[config.mk]
export PLATFORM = sky130hd
export DESIGN_NAME = gpio_multi_digit_display
export DESIGN_NICKNAME = d
export VERILOG_FILES = /design/src/rtl/gpio_disp_pkg.sv /design/src/rtl/gpio_multi_digit_display_debounce.sv /design/src/rtl/gpio_multi_digit_display.sv
export SDC_FILE = /design/constraint.sdc
export NUM_CORES = 1
export LEC_CHECK = 0
export ABC_CLOCK_PERIOD_IN_PS = 10710
export CORE_MARGIN = 1.5
export CORE_UTILIZATION = 61
export DETAILED_ROUTE_END_ITERATION = 10
export PLACE_DENSITY_LB_ADDON = 0.12
export SLEW_MARGIN = 20
export SYNTH_ARGS = -nofsm -noshare
export SYNTH_HDL_FRONTEND = slang
export SYNTH_SLANG_ARGS = --single-unit
[constraint.sdc]
create_clock -name clk -period 10.71 [get_ports clk]
set_input_delay 2.142 -clock clk [delete_from_list [all_inputs] [get_ports clk]]
set_output_delay 2.142 -clock clk [all_outputs]
set_load 0.02 [all_outputs]
[src/rtl/gpio_disp_pkg.sv]
// Shared definitions for the multi-digit GPIO display: display modes,
// the active-high seven-segment glyph table and the per-digit encoder.
package gpio_disp_pkg;

    typedef enum logic [1:0] {
        MODE_HEX   = 2'd0,
        MODE_BCD   = 2'd1,
        MODE_BLANK = 2'd2,
        MODE_LAMP  = 2'd3
    } mode_e;

    // Segment patterns are active-high here; the top level applies board polarity.
    localparam logic [6:0] SEG_BLANK = 7'h00;
    localparam logic [6:0] SEG_ALL   = 7'h7F;

    // Bit order gfedcba, glyphs 0-9 and A b C d E F.
    localparam logic [6:0] GLYPH_TABLE [16] = '{
        7'h3F, 7'h06, 7'h5B, 7'h4F, 7'h66, 7'h6D, 7'h7D, 7'h07,
        7'h7F, 7'h6F, 7'h77, 7'h7C, 7'h39, 7'h5E, 7'h79, 7'h71
    };

    // Active-high segment pattern for one nibble in the given display mode.
    function automatic logic [6:0] seg_encode(input logic [3:0] nibble, input mode_e mode);
        logic [6:0] seg;
        case (mode)
            MODE_HEX:   seg = GLYPH_TABLE[nibble];
            MODE_BCD:   seg = (nibble <= 4'd9) ? GLYPH_TABLE[nibble] : SEG_BLANK;
            MODE_BLANK: seg = SEG_BLANK;
            default:    seg = SEG_ALL;
        endcase
        return seg;
    endfunction

endpackage

[src/rtl/gpio_multi_digit_display_debounce.sv]
// One GPIO channel: two-flop synchroniser followed by a saturating
// debounce counter. A value is accepted only after it has been seen
// unchanged at the synchroniser output for DEBOUNCE_CYC further edges.
module gpio_debounce_ch #(
    parameter int W            = 4,
    parameter int DEBOUNCE_CYC = 50000
) (
    input  logic         clk,
    input  logic         reset,
    input  logic [W-1:0] d,
    output logic [W-1:0] q_accepted,
    output logic         change_pulse,
    output logic         stable
);

    localparam int               CNT_W   = $clog2(DEBOUNCE_CYC + 1);
    localparam logic [CNT_W-1:0] CNT_MAX = CNT_W'(DEBOUNCE_CYC - 1);

    logic [W-1:0]     sync1_reg;
    logic [W-1:0]     sync2_reg;
    logic [W-1:0]     candidate_reg;
    logic [W-1:0]     accepted_reg;
    logic [CNT_W-1:0] cnt_reg;
    logic             pulse_reg;
    logic             stable_reg;

    // Plain two-flop synchroniser; nothing may sit between the stages.
    always_ff @(posedge clk or posedge reset) begin
        if (reset) begin
            sync1_reg <= '0;
            sync2_reg <= '0;
        end else begin
            sync1_reg <= d;
            sync2_reg <= sync1_reg;
        end
    end

    // Restart on any change, count up while held, accept once saturated.
    always_ff @(posedge clk or posedge reset) begin
        if (reset) begin
            candidate_reg <= '0;
            accepted_reg  <= '0;
            cnt_reg       <= '0;
            pulse_reg     <= 1'b0;
            stable_reg    <= 1'b0;
        end else begin
            pulse_reg <= 1'b0;
            if (sync2_reg != candidate_reg) begin
                candidate_reg <= sync2_reg;
                cnt_reg       <= '0;
                stable_reg    <= 1'b0;
            end else if (cnt_reg < CNT_MAX) begin
                cnt_reg <= cnt_reg + CNT_W'(1);
            end else begin
                // Saturated: the counter holds here until the input moves again.
                stable_reg <= 1'b1;
                if (accepted_reg != candidate_reg) begin
                    accepted_reg <= candidate_reg;
                    pulse_reg    <= 1'b1;
                end
            end
        end
    end

    assign q_accepted   = accepted_reg;
    assign change_pulse = pulse_reg;
    assign stable       = stable_reg;

endmodule

[src/rtl/gpio_multi_digit_display.sv]
// Multi-channel GPIO nibble capture driving one seven-segment digit per
// channel plus a thermometer LED bar of channel 0. Each channel is
// debounced independently; display outputs are registered from the
// accepted values and the current mode.
module gpio_multi_digit_display
    import gpio_disp_pkg::*;
#(
    parameter int NUM_CH       = 4,
    parameter int DEBOUNCE_CYC = 50000,
    parameter int LED_W        = 10,
    parameter int SEG_ACT_LOW  = 1
) (
    input  logic                  clk,
    input  logic                  reset,
    input  logic [NUM_CH*4-1:0]   gpio_in,
    input  logic [1:0]            mode,
    output logic [NUM_CH*7-1:0]   hex_out,
    output logic [LED_W-1:0]      ledr,
    output logic [NUM_CH-1:0]     change_pulse,
    output logic [NUM_CH-1:0]     stable
);

    // All segments dark, expressed in board polarity.
    localparam logic [6:0]          DIGIT_OFF = (SEG_ACT_LOW != 0) ? ~SEG_BLANK : SEG_BLANK;
    localparam logic [NUM_CH*7-1:0] HEX_OFF   = {NUM_CH{DIGIT_OFF}};

    logic [NUM_CH*4-1:0] accepted;
    logic [NUM_CH*7-1:0] hex_next;
    logic [NUM_CH*7-1:0] hex_reg;
    logic [LED_W-1:0]    led_next;
    logic [LED_W-1:0]    ledr_reg;

    // Per-channel debounce and segment encoding.
    for (genvar gi = 0; gi < NUM_CH; gi++) begin : g_ch
        logic [6:0] seg;

        gpio_debounce_ch #(
            .W            (4),
            .DEBOUNCE_CYC (DEBOUNCE_CYC)
        ) u_debounce (
            .clk          (clk),
            .reset        (reset),
            .d            (gpio_in[4*gi +: 4]),
            .q_accepted   (accepted[4*gi +: 4]),
            .change_pulse (change_pulse[gi]),
            .stable       (stable[gi])
        );

        assign seg                  = seg_encode(accepted[4*gi +: 4], mode_e'(mode));
        assign hex_next[7*gi +: 7]  = (SEG_ACT_LOW != 0) ? ~seg : seg;
    end

    // Thermometer bar: LED i lights when the channel-0 value exceeds i,
    // which naturally saturates once the value reaches LED_W.
    for (genvar gi = 0; gi < LED_W; gi++) begin : g_led
        assign led_next[gi] = (int'(accepted[3:0]) > gi);
    end

    // Display and LED registers, updated together one edge after accepted/mode.
    always_ff @(posedge clk or posedge reset) begin
        if (reset) begin
            hex_reg  <= HEX_OFF;
            ledr_reg <= '0;
        end else begin
            hex_reg  <= hex_next;
            ledr_reg <= led_next;
        end
    end

    assign hex_out = hex_reg;
    assign ledr    = ledr_reg;

endmodule
# Word level (Yosys, flattened, before mapping)
# Memories as Yosys holds them, arrays and structs flattened.
# Cells that the tools add are included.
[totals]
word_cells = 143
output_inout_bits = 46
inputBits = 20
n_memories = 4
regBits = 174
romBits = 448
[classes]
eq_ne = 14
n_bitwise = 16
n_reduce_logical = 9
magnitude_cmp = 22
n_addsub = 4
muxes = 44
[mem_list]
columns = ["name", "depth", "width", "rd", "rd_ports_with_merged_regs", "write_ports", "line", "rtl"]
rows = [
  ["(no name shown)", 16, 7, 1, 0, 0, "gpio_disp_pkg.sv:27", "MODE_BCD: seg = (nibble <= 4'd9) ? GLYPH_TABLE[nibble] : SEG_BLANK;"],
  ["(no name shown)", 16, 7, 1, 0, 0, "gpio_disp_pkg.sv:27", ""],
  ["(no name shown)", 16, 7, 1, 0, 0, "gpio_disp_pkg.sv:27", ""],
  ["(no name shown)", 16, 7, 1, 0, 0, "gpio_disp_pkg.sv:27", ""],
]
[op_table]
columns = ["op", "n"]
rows = [
  ["$mux 16", 8],
  ["$mux 7", 12],
  ["$pmux 7 s3", 4],
  ["$add 16x1->16 const B", 4],
  ["$lt 16x16->1 const B", 4],
  ["$ne 4x4->1", 8],
  ["$not 7->7", 4],
  ["$ge 5x5->1 const B", 4],
  ["$mux 1", 20],
  ["$not 4->5", 4],
  ["$gt 4x3->1 const B", 4],
  ["$le 4x4->1 const B", 4],
  ["$reduce_and 3->1", 4],
  ["$gt 4x1->1 const B", 2],
  ["$gt 4x2->1 const B", 2],
  ["$gt 4x4->1 const B", 2],
  ["$ne 2x1->1 const B", 4],
  ["$not 1->1", 8],
  ["$reduce_bool 2->1", 4],
  ["$eq 2x1->1 const B", 1],
  ["$eq 2x2->1 const B", 1],
  ["$logic_not 2->1", 1],
]

# Depth between registers and ports, before layout
[logic_depth]
ltp_word = 7
mapped_depth = 7

# By module
# Synthesis repeated with hierarchy kept, for this count alone.
[hier_totals]
hier_cells = 745
area_unflattened_um2 = 8280.4
[modules_own_cells]
columns = ["mod", "cells_per_inst", "seq_area_each_um2", "area_each_um2", "instances"]
rows = [
  ["gpio_debounce_ch", 130, 850.8, 1486.4, 4],
  ["gpio_multi_digit_display", 225, 985.9, 2334.7, 1],
]

# Worst setup path after synthesis
# Ideal clock, no wire load.
[synth_timing]
kind = "input to register"
start = "input port mode[1]"
end = "register hex_reg[21], in the netlist hex_out[21]"
arrival_ns = 2.849
n_path_buf = 2
cell_stages = 4
t_required_ns = 10.607
setup_slack_ns = 7.758
cell_sequence = "and2_1 -> clkbuf_1 -> clkbuf_1 -> a31oi_1"
[synth_via]
elab_chain_cells = 3
word_cells_on_any_way = 5
classes_between = "2 x eq/ne; 1 x mux; 1 x bitwise; 1 x reduce/logical"
[synth_lines]
columns = ["item", "line", "rtl"]
rows = [
  ["start, declared", "gpio_multi_digit_display.sv:16", "input logic [1:0] mode,"],
  ["$eq 2x2->1 (tied with other cells)", "gpio_disp_pkg.sv:25", "case (mode)"],
  ["$pmux 7 s3 *", "gpio_disp_pkg.sv:25", ""],
  ["$not 7->7 *", "gpio_multi_digit_display.sv:50", "assign hex_next[7*gi +: 7] = (SEG_ACT_LOW != 0) ? ~seg : seg;"],
  ["named net hex_next[21]", "gpio_multi_digit_display.sv:28", "logic [NUM_CH*7-1:0] hex_next;"],
  ["end signal, assigned", "gpio_multi_digit_display.sv:65", "hex_reg <= hex_next;"],
  ["end, declared", "gpio_multi_digit_display.sv:29", "logic [NUM_CH*7-1:0] hex_reg;"],
]
# The timed path passes the listed nets; every way through them passes the cells marked *.
# A chain may end at the register's enable or synchronous reset.

# Worst setup path in the final report
[layout_timing]
start = "register hex_reg[1], in the netlist hex_out[1]"
end = "output port hex_out[1]"
[layout_rtl]
columns = ["item", "line", "rtl"]
rows = [
  ["end, declared", "gpio_multi_digit_display.sv:17", "output logic [NUM_CH*7-1:0] hex_out,"],
]
# No word-level cell between the ends.

==> metrics.log <==
[metrics] Clock Skew: 0.006726 ns
[metrics] insertion delay of the later-clocked pin in the worst-skew pair: 0.42 ns
[metrics] number of cells on the worst hold path: 0
[metrics] Async S/R FF share, synth: 100.0%
[metrics] number of setup buffers added after CTS: 0
[metrics] worst-case setup margin in the final layout: 6.992 ns
[metrics] detailed placement HPWL: 11200 um
[metrics] P&R area growth vs syn: 15.79%
[metrics] startpoint of the most critical register-to-register path: g_ch[3].u_debounce.cnt_reg[10]
[metrics] Unique masters post-synth: 54
[metrics] status: completed
[metrics] register-to-register setup slack: 8.29 ns
[metrics] number of sinks on the clock net: 174
[metrics] most frequently used cell type in the post-synthesis netlist: dfrtp_1
[metrics] Synth area leaders: dfrtp_1, dfstp_2, ha_1
[metrics] total global routing track utilization: 24.68%
[metrics] boundary pin count: 66
[metrics] Worst setup EP type: output pin
[metrics] number of flops mapped to enable cells by yosys: 0
[metrics] count of nets left with antenna violations after detail routing: 0
[metrics] Post-synth top cells: dfrtp_1, a21oi_1, clkbuf_1, nand2_1, nand3_1
[metrics] area of the mapped netlist: 8346 um2
[metrics] number of global-route vias before repair: 5868
[metrics] die outline width: 120.0 um
[metrics] pre-CTS setup slack: 6.495 ns
[metrics] unrepaired setup endpoints after global routing: no
[metrics] family with the most delay on the worst path: buffers and inverters
[metrics] crit path launch: hex_out[1]
[metrics] simple-gate share of the synthesized area: 16.04%
[metrics] endpoint of the most critical register-to-register path: g_ch[3].u_debounce.q_accepted[1]
[metrics] Synth Instances: 784
[metrics] max-capacitance violation count: 0
[metrics] Final nets: 866
[metrics] XOR/XNOR share of the synthesized area: 3.463%
[metrics] routed length per placed instance: 16.74 um
[metrics] largest net degree at the start of global routing: 112
[metrics] part of the Yosys area used for sequential elements: 52.59%
[metrics] clock root buffer: clkbuf_16
[metrics] largest area contributor in the synthesized netlist: dfrtp_1
[metrics] I/O Buffers: 65
[metrics] total die area: 14390 um2
[metrics] first drt pass iteration count: 7
[metrics] clock transition at the register clock pins on the worst setup and hold paths after CTS: 0.06 ns
[metrics] max-slew violations: 0
[metrics] fraction of the mapped netlist area in adder cells: 4.198%
[metrics] non-filler cells in the finished layout: 1007
[metrics] y dimension of the die: 120.0 um
[metrics] worst path required time: 8.57 ns
[metrics] max reg flops: 64
[metrics] Longest Clk Path Bufs: 2
[metrics] largest driver fanout on the critical path: 1
[metrics] Main synth FF type: dfrtp_1
[metrics] number of inserted diodes: 0
[metrics] syn avg cell area: 10.64 um2
[metrics] VDD IR max: 0.1209 mV
[metrics] Worst Max-Slew Pin Slew: 0.9815 ns
[metrics] grt total ovfl: 0
[metrics] Hold EP: g_ch[2].u_debounce.sync2_reg[1]
[metrics] average via count per standard cell: 6.213
[metrics] post-route cell area: 9663 um2
[metrics] Hold Vio Cnt, Final: 0
[metrics] TritonCTS clock tree: built
[metrics] Placement Rows: 42
[metrics] type of the setup path with the least slack: reg -> out
[metrics] number of synthesized register bits: 174
[metrics] layout cell share with drive strength beyond 1: 12.03%
[metrics] pwr dens: 145.8 nW/um2
[metrics] cell-by-cell trace of the critical path: clkdlybuf4s50_1
[metrics] fraction of post-synthesis cell area in the top cell type by area: 43.78%
[metrics] hold buffer count at CTS: 0
[metrics] number of buffers inserted during clock tree synthesis: 17
[metrics] Max Fclk: 268.9 MHz
[metrics] Post-CTS Resized: 0
[metrics] count of vias placed by the detailed router: 6256
[metrics] LEAKAGE: 3.716 nW
[metrics] startpoint class of the critical path: flop
[metrics] post-synthesis compound-gate area fraction: 14.98%
[metrics] number of cells after detailed placement: 975
[metrics] first-pass GRT wire length: 28260 um
[metrics] Hold Path Origin: g_ch[2].u_debounce.sync1_reg[1]
[metrics] cell at the slowest stage of the critical path: clkdlybuf4s50_1
[metrics] DRC marker count from the first detailed-route iteration: 601
[metrics] largest family of logic cells by synthesized area: simple AND/OR/NAND/NOR gates
[metrics] Detailed Route WL: 16860 um
[metrics] count of warnings emitted by yosys: 0
[metrics] Hold Path Class: reg -> reg
[metrics] total nets after synthesis: 832
[metrics] Crit path arrival time: 1.58 ns
[metrics] ratio of final minimum period to clock period: 34.72%
[metrics] multiplexer fraction of the synthesized cell area: 4.768%
[metrics] Residual DRC: 0
[metrics] area after detailed placement: 9025 um2
[metrics] total power consumption of the routed design: 1.409 mW
[metrics] core area: 13300 um2
[metrics] Max H-tree Level: 4
[metrics] number of antenna violations at the first check in global routing: 0
[metrics] peak per-stage delay on the critical path: 0.62 ns
[metrics] routability congestion estimate: 0.8776
[metrics] final critical path time including I/O delays and setup: 3.718 ns
[metrics] Setup-failing EPs final: 0
[metrics] sum of buffers and inverters on the critical path: 1
[metrics] initial cell density of the core: 62.77%
[metrics] Layout fillers: 929
[metrics] Max-Slew Margin vs Limit: 34.57%
[metrics] setup total negative slack: 0 ns
[metrics] cell count of the worst reg-to-reg path: 4
==> how the worst max path moves through the flow <==
| stage | endpoint | cells after the start |
|---|---|---|
| 6_report | hex_out[1] | 1 |
| 3_5_place_dp | g_ch[2].u_debounce.cnt_reg[10] | 3 |
| 4_1_cts | g_ch[2].u_debounce.cnt_reg[7] | 3 |
| 2_1_floorplan | g_ch[0].u_debounce.candidate_reg[0] | 1 |
| 5_1_grt | g_ch[2].u_debounce.cnt_reg[10] | 3 |
| 3_3_place_gp | g_ch[2].u_debounce.cnt_reg[10] | 3 |
==> per-stage QoR <==
step | hold slack, ns | util [%]
floorplan | 0.3312 | -
global placement | 0.3339 | 67.88
detailed placement | 0.3347 | 67.88
CTS | 0.3485 | 72.59
global route | 0.3488 | 72.68
finish | 0.3478 | 72.68
==> layer usage <==
layer | global-route usage [%] | up-vias | part of all wire, %
met2 | 38.96 | 194 | 48
met4 | 8.482 | 0 | 1.7
li1 | - | 2946 | -
met3 | 5.513 | 30 | 5.0
met1 | 33.98 | 3086 | 45
met5 | 0 | - | 0
==> cells in the final DEF (no fill, tap or decap), types with 17 or more instances in the layout <==
master / n
dfstp_2: 28
nand2b_1: 29
xnor2_1: 29
inv_1: 25
ha_1: 28
or4_1: 24
mux2_2: 22
a21oi_1: 63
a31oi_1: 18
clkbuf_16: 17
nand2_1: 46
clkdlybuf4s50_1: 65
o21ai_0: 27
o31ai_1: 26
dfrtp_1: 146
nor2_1: 18
nand3_1: 37
==> logic make-up (layout without fill, tap and decap cells) <==
group,Yosys count,in the layout
multiplexers,37,37
AO/OA/AOI/OAI,196,196
AND/OR/NAND/NOR,236,236
XOR/XNOR,33,33
flip-flops,174,174
buffers and inverters,80,127
adder cells (fa/ha/maj),28,28
==> power breakdown <==
group	internal [mW]	total [mW]	switching (mW)	leakage, nW
clock network	0.402	0.651	0.248	0.296
registers	0.679	0.690	0.0109	2.22
logic	0.0280	0.0683	0.0403	1.20
total	1.11	1.41	0.299	3.72
==> cell type report <==
class                   instances  area (um2)  share of cell area, %
inverters                      26       102.6                  1.062
flip-flops and latches        174        4389                  45.42
clock inverters                10       161.4                  1.670
well taps                     176       220.2                  2.279
multi-input cells             530        3645                  37.72
repair buffers                 69       680.7                  7.044
clock buffers                  22       464.2                  4.804
No activity file was read; power rests on OpenSTA's default activity.
